==> src/rtl/vga_timing_pkg.sv <==
// Shared VGA timing definitions: default 640x480@60 geometry, counter width
// and sync polarity. The text generator imports this for its screen bounds.
package vga_timing_pkg;

    // Default horizontal geometry, in pixels
    localparam int H_DISP = 640;
    localparam int H_FP   = 16;
    localparam int H_SYNC = 96;
    localparam int H_BP   = 48;

    // Default vertical geometry, in lines
    localparam int V_DISP = 480;
    localparam int V_FP   = 10;
    localparam int V_SYNC = 2;
    localparam int V_BP   = 33;

    // Derived totals (800 x 525 for the defaults)
    localparam int H_TOT = H_DISP + H_FP + H_SYNC + H_BP;
    localparam int V_TOT = V_DISP + V_FP + V_SYNC + V_BP;

    // Pixel/line counters are 10 bits, so neither total may exceed 1024
    localparam int CNT_W   = 10;
    localparam int CNT_MAX = 1024;

    typedef logic [CNT_W-1:0] cnt_t;

    // Both syncs are active low
    localparam logic SYNC_ACTIVE = 1'b0;
    localparam logic SYNC_IDLE   = 1'b1;

    // True when lo <= val < hi
    function automatic logic in_window(input cnt_t val, input int lo, input int hi);
        int v_i;
        v_i = int'(val);
        return (v_i >= lo) && (v_i < hi);
    endfunction

endpackage

==> src/rtl/vga_tick_div.sv <==
// Pixel-enable divider: p_tick is a registered one-cycle pulse every DIV
// clk_i cycles, high while the divider phase sits at DIV-1. With DIV=1 the
// pulse is permanently high from the first cycle after reset.
module vga_tick_div #(
    parameter int DIV = 4
) (
    input  logic clk_i,
    input  logic rst_n_i,
    output logic p_tick
);

    localparam logic [3:0] DIV_LAST = 4'(DIV - 1);

    generate
        if (DIV < 1 || DIV > 15) begin : g_bad_div
            $error("vga_tick_div: DIV must be in 1..15");
        end
    endgenerate

    logic [3:0] div_cnt_r;
    logic [3:0] div_next_s;
    logic       p_tick_r;

    // Next divider phase, wrapping back to zero after DIV-1
    always_comb begin
        div_next_s = 4'd0;
        if (div_cnt_r == DIV_LAST) begin
            div_next_s = 4'd0;
        end else begin
            div_next_s = div_cnt_r + 4'd1;
        end
    end

    // Phase register; the tick is decoded from the next phase so it is high exactly while the phase equals DIV-1
    always_ff @(posedge clk_i) begin
        if (!rst_n_i) begin
            div_cnt_r <= 4'd0;
            p_tick_r  <= 1'b0;
        end else begin
            div_cnt_r <= div_next_s;
            p_tick_r  <= (div_next_s == DIV_LAST);
        end
    end

    assign p_tick = p_tick_r;

endmodule

==> src/rtl/vga_sync_gen.sv <==
// VGA sync generator: pixel/line counters advanced by a pixel-enable tick
// from the board clock, with registered hsync/vsync/video_on decode.
// Optional macro VGA_FRAME_CNT_EN adds an 8-bit completed-frame counter;
// without it frame_cnt is tied to zero and no counter flops exist.
module vga_sync_gen
    import vga_timing_pkg::*;
#(
    parameter int DIV    = 4,
    parameter int H_DISP = vga_timing_pkg::H_DISP,
    parameter int H_FP   = vga_timing_pkg::H_FP,
    parameter int H_SYNC = vga_timing_pkg::H_SYNC,
    parameter int H_BP   = vga_timing_pkg::H_BP,
    parameter int V_DISP = vga_timing_pkg::V_DISP,
    parameter int V_FP   = vga_timing_pkg::V_FP,
    parameter int V_SYNC = vga_timing_pkg::V_SYNC,
    parameter int V_BP   = vga_timing_pkg::V_BP
) (
    input  logic       clk_i,
    input  logic       rst_n_i,
    output logic [9:0] pix_x,
    output logic [9:0] pix_y,
    output logic       hsync,
    output logic       vsync,
    output logic       video_on,
    output logic       p_tick,
    output logic       frame_start,
    output logic [7:0] frame_cnt
);

    localparam int   H_TOT_L  = H_DISP + H_FP + H_SYNC + H_BP;
    localparam int   V_TOT_L  = V_DISP + V_FP + V_SYNC + V_BP;
    localparam cnt_t H_LAST   = cnt_t'(H_TOT_L - 1);
    localparam cnt_t V_LAST   = cnt_t'(V_TOT_L - 1);
    localparam int   HS_START = H_DISP + H_FP;
    localparam int   HS_END   = H_DISP + H_FP + H_SYNC;
    localparam int   VS_START = V_DISP + V_FP;
    localparam int   VS_END   = V_DISP + V_FP + V_SYNC;

    generate
        if (H_TOT_L > CNT_MAX || V_TOT_L > CNT_MAX) begin : g_bad_timing
            $error("vga_sync_gen: H_TOT and V_TOT must not exceed 1024");
        end
    endgenerate

    logic p_tick_s;
    cnt_t h_cnt_r;
    cnt_t v_cnt_r;
    cnt_t h_next_s;
    cnt_t v_next_s;
    logic frame_wrap_s;
    logic hsync_next_s;
    logic vsync_next_s;
    logic video_on_next_s;
    logic hsync_r;
    logic vsync_r;
    logic video_on_r;
    logic frame_start_r;

    vga_tick_div #(
        .DIV (DIV)
    ) u_tick_div (
        .clk_i   (clk_i),
        .rst_n_i (rst_n_i),
        .p_tick  (p_tick_s)
    );

    // Next counter values: step on the tick, wrap at end of line and end of frame together
    always_comb begin
        h_next_s     = h_cnt_r;
        v_next_s     = v_cnt_r;
        frame_wrap_s = 1'b0;
        if (p_tick_s) begin
            if (h_cnt_r == H_LAST) begin
                h_next_s = 10'd0;
                if (v_cnt_r == V_LAST) begin
                    v_next_s     = 10'd0;
                    frame_wrap_s = 1'b1;
                end else begin
                    v_next_s = v_cnt_r + 10'd1;
                end
            end else begin
                h_next_s = h_cnt_r + 10'd1;
            end
        end else begin
            h_next_s = h_cnt_r;
            v_next_s = v_cnt_r;
        end
    end

    // Decode sync and blanking from the next counter values so they register alongside them
    always_comb begin
        hsync_next_s    = SYNC_IDLE;
        vsync_next_s    = SYNC_IDLE;
        video_on_next_s = 1'b0;
        if (in_window(h_next_s, HS_START, HS_END)) begin
            hsync_next_s = SYNC_ACTIVE;
        end else begin
            hsync_next_s = SYNC_IDLE;
        end
        if (in_window(v_next_s, VS_START, VS_END)) begin
            vsync_next_s = SYNC_ACTIVE;
        end else begin
            vsync_next_s = SYNC_IDLE;
        end
        if (in_window(h_next_s, 0, H_DISP) && in_window(v_next_s, 0, V_DISP)) begin
            video_on_next_s = 1'b1;
        end else begin
            video_on_next_s = 1'b0;
        end
    end

    // Counter and output registers; reset abandons any partial line immediately
    always_ff @(posedge clk_i) begin
        if (!rst_n_i) begin
            h_cnt_r       <= 10'd0;
            v_cnt_r       <= 10'd0;
            hsync_r       <= SYNC_IDLE;
            vsync_r       <= SYNC_IDLE;
            video_on_r    <= 1'b0;
            frame_start_r <= 1'b0;
        end else begin
            h_cnt_r       <= h_next_s;
            v_cnt_r       <= v_next_s;
            hsync_r       <= hsync_next_s;
            vsync_r       <= vsync_next_s;
            video_on_r    <= video_on_next_s;
            frame_start_r <= frame_wrap_s;
        end
    end

`ifdef VGA_FRAME_CNT_EN
    logic [7:0] frame_cnt_r;

    // Completed-frame count, stepped on the same edge that raises frame_start
    always_ff @(posedge clk_i) begin
        if (!rst_n_i) begin
            frame_cnt_r <= 8'd0;
        end else if (frame_wrap_s) begin
            frame_cnt_r <= frame_cnt_r + 8'd1;
        end else begin
            frame_cnt_r <= frame_cnt_r;
        end
    end

    assign frame_cnt = frame_cnt_r;
`else
    assign frame_cnt = 8'h00;
`endif

    // The counter registers are the pixel position outputs, so no duplicate flops are needed
    assign pix_x       = h_cnt_r;
    assign pix_y       = v_cnt_r;
    assign hsync       = hsync_r;
    assign vsync       = vsync_r;
    assign video_on    = video_on_r;
    assign p_tick      = p_tick_s;
    assign frame_start = frame_start_r;

endmodule

==> config.mk <==
export PLATFORM = sky130hd
export DESIGN_NAME = vga_sync_gen
export DESIGN_NICKNAME = d
export VERILOG_FILES = /design/src/rtl/vga_timing_pkg.sv /design/src/rtl/vga_tick_div.sv /design/src/rtl/vga_sync_gen.sv
export SDC_FILE = /design/constraint.sdc
export NUM_CORES = 1
export LEC_CHECK = 0
export ABC_AREA = 1
export BUFFER_PORTS_ARGS = -buffer_cell sky130_fd_sc_hd__buf_2
export CAP_MARGIN = 40
export CORE_ASPECT_RATIO = 0.9
export CORE_MARGIN = 4
export CORE_UTILIZATION = 54
export CTS_CLUSTER_SIZE = 20
export DETAILED_ROUTE_END_ITERATION = 8
export PLACE_DENSITY = 0.79
export SYNTH_ARGS = -nofsm -noshare
export SYNTH_HDL_FRONTEND = slang
export SYNTH_SLANG_ARGS = --single-unit
==> constraint.sdc <==
create_clock -name clk_i -period 1.77 [get_ports clk_i]
set_input_delay 0.177 -clock clk_i [delete_from_list [all_inputs] [get_ports clk_i]]
set_output_delay 0.177 -clock clk_i [all_outputs]
set_load 0.01 [all_outputs]
### Yosys cells after proc, flatten, opt, wreduce, memory -nomap -nowiden

Cells that the tools add are included.

| operators by class | value |
|---|---|
| add/sub/neg operators | 3 |
| mux-type cells | 10 |
| shifts and indexed selects | 0 |
| order comparisons | 6 |
| reductions and logical operators | 4 |
| $mul | 0 |
| bitwise logic cells | 0 |
| div/mod/pow operators | 0 |
| equal/unequal tests | 4 |

Operators with widths:

| operator | number |
|---|---|
| $mux 10 | 5 |
| $add 10x1->10 const B | 2 |
| $eq 10x10->1 const B | 2 |
| $lt 10x10->1 const B | 2 |
| $lt 10x9->1 const B | 2 |
| $ge 10x10->1 const B | 1 |
| $ge 10x9->1 const B | 1 |
| $eq 4x2->1 const B | 2 |
| $add 4x1->4 const B | 1 |
| $mux 1 | 4 |
| $mux 4 | 1 |
| $logic_and 1x1->1 | 3 |
| $reduce_and 3->1 | 1 |

| word-level totals | value |
|---|---|
| ROM bits | 0 |
| latch bits | 0 |
| memories kept | 0 |
| register bits after elaboration | 29 |
| bits in writable memories | 0 |
| output and inout port bits | 33 |

### Longest topological paths before layout

| depth | value |
|---|---|
| word-level depth | 7 |
| mapped depth | 12 |

### Cells and area by module

A second synthesis with hierarchy kept.

| second synthesis, totals | value |
|---|---|
| cell total of the unflattened synthesis | 231 |
| area total of the unflattened synthesis | 1604.0 sq um |

Modules (own cells, without submodules):

| module | seq. area each (sq um) | times used | cells an instance | area an instance (sq um) |
|---|---|---|---|---|
| vga_sync_gen | 480.5 | 1 | 201 | 1383.8 |
| vga_tick_div | 100.1 | 1 | 30 | 220.2 |

### Worst setup path before layout

OpenSTA, ideal clock, no wires.

| timing | value |
|---|---|
| kind | register to register |
| start | register h_cnt_r[0], in the netlist pix_x[0] |
| end | register vsync_r, in the netlist vsync |
| stages on the path, launching flop included | 13 |
| slack | 0.154 ns |
| period minus slack after synthesis | 1.616 ns |
| data arrival time | 1.501 ns |
| setup time | 0.114 ns |
| cells stage by stage | dfxtp_1 > ha_1 > nand2_2 > clkinv_2 > nand2_4 > nor2_4 > nand2_2 > nand2_1 > nand2_2 > nor2_2 > nand2_1 > nor2_2 > nand2_1 |

| on the way | value |
|---|---|
| cells in the longest elaborated chain, start to end | 6 |

Ends and longest elaborated chain:

| what | RTL line | RTL |
|---|---|---|
| start, declared | vga_sync_gen.sv:46 | `cnt_t h_cnt_r;` |
| start signal, assigned | vga_sync_gen.sv:122 | `h_cnt_r <= h_next_s;` |
| $eq 10x10->1 (*) | vga_sync_gen.sv:73 | `if (h_cnt_r == H_LAST) begin` |
| $mux 10 (*) | vga_sync_gen.sv:73 |  |
| $mux 10 (*) | vga_sync_gen.sv:72 | `if (p_tick_s) begin` |
| $ge 10x9->1 / $lt 10x9->1 (equally long branches) | vga_timing_pkg.sv:35 | `return (v_i >= lo) && (v_i < hi);` |
| $logic_and 1x1->1 (*) | vga_timing_pkg.sv:35 |  |
| $mux 1 (*) | vga_sync_gen.sv:100 | `if (in_window(v_next_s, VS_START, VS_END)) begin` |
| end signal, assigned | vga_sync_gen.sv:125 | `vsync_r <= vsync_next_s;` |
| end, declared | vga_sync_gen.sv:55 | `logic vsync_r;` |

Mark *: on every way between the ends. The rest lies on a longest branch, timed or not.
A chain may end at the register's enable or synchronous reset.

### Worst setup path after layout

Ends and elaborated chain as after synthesis.

==> metrics.cfg <==
[place]
port_buffers = 26
place_congestion = 0.930
hpwl_mm = 2.93

[drt]
drtPass1Iterations = 5
vias = 1598
ant_nets = 0
vias_per_cell = 4.96
drc = 0
wire_per_inst_um = 11.6
drt-initial-drc-count = 122
wl_mm = 3.72

[power_and_ir_drop]
sequentialPowerShare_pct = 56.0
ir_drop_v = 0.000636
finalPower_mw = 1.21
combPwrFrac_pct = 5.7
switching_share_pct = 24.0
power_frac_clock_pct = 38.3
leakagePower_nw = 0.934
intPower_mw = 0.917
power.density_nw_per_um2 = 613
switchingPower_mw = 0.289

[global_routing]
grt_max_degree = 10
grt_usage_pct = 19.7
grt_pass1_vias = 1458
grt_pass1_wl_mm = 6.04
grt.overflow.total = 0
grt_antenna_before_repair = 0

[critical_path]
endpoint_kind = register
reg2regPathDepth = 12
worstPathRequired_ns = 2.00
critPathArrivalTime_ns = 1.85
critical_path_class = register to register
startpoint_type = register
cp_max_fo = 5

[clock_tree]
cts.clk_slew.worst_paths_ns = 0.09
clock-sinks = 29
htree_levels = 2
cts_tree = built
cts_buffers = 5
clockRootBuffer = clkbuf_4
worstSkewPairLatency_ns = 0.34
clockBufferDepth = 2
post-cts-setup-buffers = 0

[cells_and_area]
fin_nets = 286
layout_common_cells = nand2_1 (47), nor2_1 (41), inv_1 (30)
nFillCells = 284
final_common_cell = nand2_1
syn2layout_area_growth_pct = 14.4
drive_gt1_share_pct = 26.4
diodes = 0

[synthesis]
seq_area_frac_synth_pct = 33.8
synth_top_cell_by_area = dfxtp_1
yosys_warnings = 0
synth_top_area_share_pct = 33.8
ys_seq_elements = 29
netlist_instances = 246
syn_area_um2 = 1720
syn-mean-instance-area_um2 = 6.98
synth.distinct_cells = 36
synthTopCellsByArea = dfxtp_1 (34%), nand2_1 (10%), nor2_1 (9.6%)

[floorplan]
initial_core_util_pct = 56.5
die_w_um = 67.5
io_pins = 35
fp.dieH_um = 61.5
rows = 19
core_area_um2 = 3040
dieArea_um2 = 4150

[sta]
hold_ws_ns = 0.193
period_share_pct = 91.6
finalHoldViolCount = 0
tns_ns = 0
skew_ns = 0.00825
max_freq_mhz = 617
finalSetupViolCount = 0
rsz0062_at_grt = false
slew_violations = 0
period_needed_ns = 1.62

[run]
drv_cap = 0

[hold_path]
min_path_cells = 3
hp-class = input pin to register

[outcome]
status = completed

[worst max-delay path: stages (launching register included)]
cell and delay, ns:
dfxtp_4 0.38, ha_2 0.20, nand2_2 0.09, clkinv_2 0.10
nand2_4 0.08, nor2_4 0.16, nand2_2 0.06, nand2_1 0.08
nand2_2 0.06, nor2_2 0.09, nand2_1 0.06, nor2_2 0.12
nand2_1 0.06
[power groups by stage]
stage	Combinational, mW	Clock, mW	Sequential (mW)
5_1_grt	0.0777	0.500	0.678
4_1_cts	0.0682	0.471	0.675
2_1_floorplan	0.0634	0	0.690
3_5_place_dp	0.0677	0	0.690
3_3_place_gp	0.0671	0	0.690
6_report	0.0688	0.462	0.675
[metal layers]
layer | part of all wire [%] | up-vias | track usage (%)
met5 | 0 | - | 0
met4 | 1.7 | 0 | 9.83
met3 | 6.4 | 8 | 6.39
met2 | 46 | 51 | 30.5
met1 | 46 | 709 | 24.8
li1 | - | 830 | -
[area by class of cell]
| cell class | count | area (um^2) | share of cell area [%] |
|---|---|---|---|
| multi-input cells | 178 | 956 | 48.6 |
| flip-flops and latches | 29 | 588 | 29.9 |
| repair buffers | 29 | 153 | 7.77 |
| inverters | 36 | 146 | 7.45 |
| clock buffers | 7 | 65.1 | 3.31 |
| well taps | 42 | 52.6 | 2.67 |
| clock inverters | 1 | 5.00 | 0.255 |
[path summary, 6_finish.rpt]
| check | to | startpoint | slack (ns) |
|---|---|---|---|
| setup / recovery | vsync | pix_x[0] | 0.15 |
| hold / removal | video_on | rst_n_i | 0.19 |
| setup reg to reg | vsync | pix_x[0] | 0.15 |
| hold reg to reg | u_tick_div.div_cnt_r[0] | u_tick_div.div_cnt_r[0] | 0.47 |
[flip-flops by register name (all words and copies together) (netlist names)]
register	flops
u_tick_div.div_cnt_r	4
hsync	1
frame_start	1
video_on	1
u_tick_div.p_tick	1
pix_y	10
pix_x	10
vsync	1
[through the flow]
step	instances	setup WS [ns]	utilization [%]	instance area, um^2
6_report	322	0.149	64.6	1970
5_1_grt	322	0.00617	64.6	1970
4_1_cts	321	0.0188	63.7	1940
3_5_place_dp	313	0.0330	61.4	1870
3_3_place_gp	313	0.0690	61.4	1870
2_1_floorplan	253	0.154	-	1740
[cell usage after synthesis]
cell type / count
a211oi_1: 2
a21oi_1: 5
and2_1: 2
buf_2: 1
buf_4: 8
buf_6: 1
clkbuf_1: 1
clkinv_2: 1
clkinv_4: 1
conb_1: 1
dfxtp_1: 29
ha_1: 5
inv_1: 30
inv_2: 3
inv_6: 1
mux2i_1: 1
nand2_1: 47
nand2_2: 5
nand2_4: 2
nand3_1: 20
nand3_2: 2
nand3_4: 1
nand3b_1: 1
nand3b_2: 1
nand4_1: 8
nor2_1: 44
nor2_2: 3
nor2_4: 4
nor3_1: 5
nor3_2: 1
o211ai_1: 1
o21ai_0: 2
o21ai_2: 1
o21bai_2: 1
xnor2_1: 2
xor2_1: 3
[repair_timing]
| item | CTS | global route |
|---|---|---|
| endpoints found under the setup margin | 0 | 5 |
| hold buffers | 0 | 0 |
| gates resized for setup | 0 | 10 |
[cell families after synthesis]
family	synth area share (%)
and+or+nand+nor	41.5
AOI/OAI and AO/OA	4.52
other	0.218
adders and majority gates	3.64
buffers and inverters	13.2
muxes	0.583
xor gates and xnor gates	2.55
DFF	33.8
(Power assumes the default switching activity.)
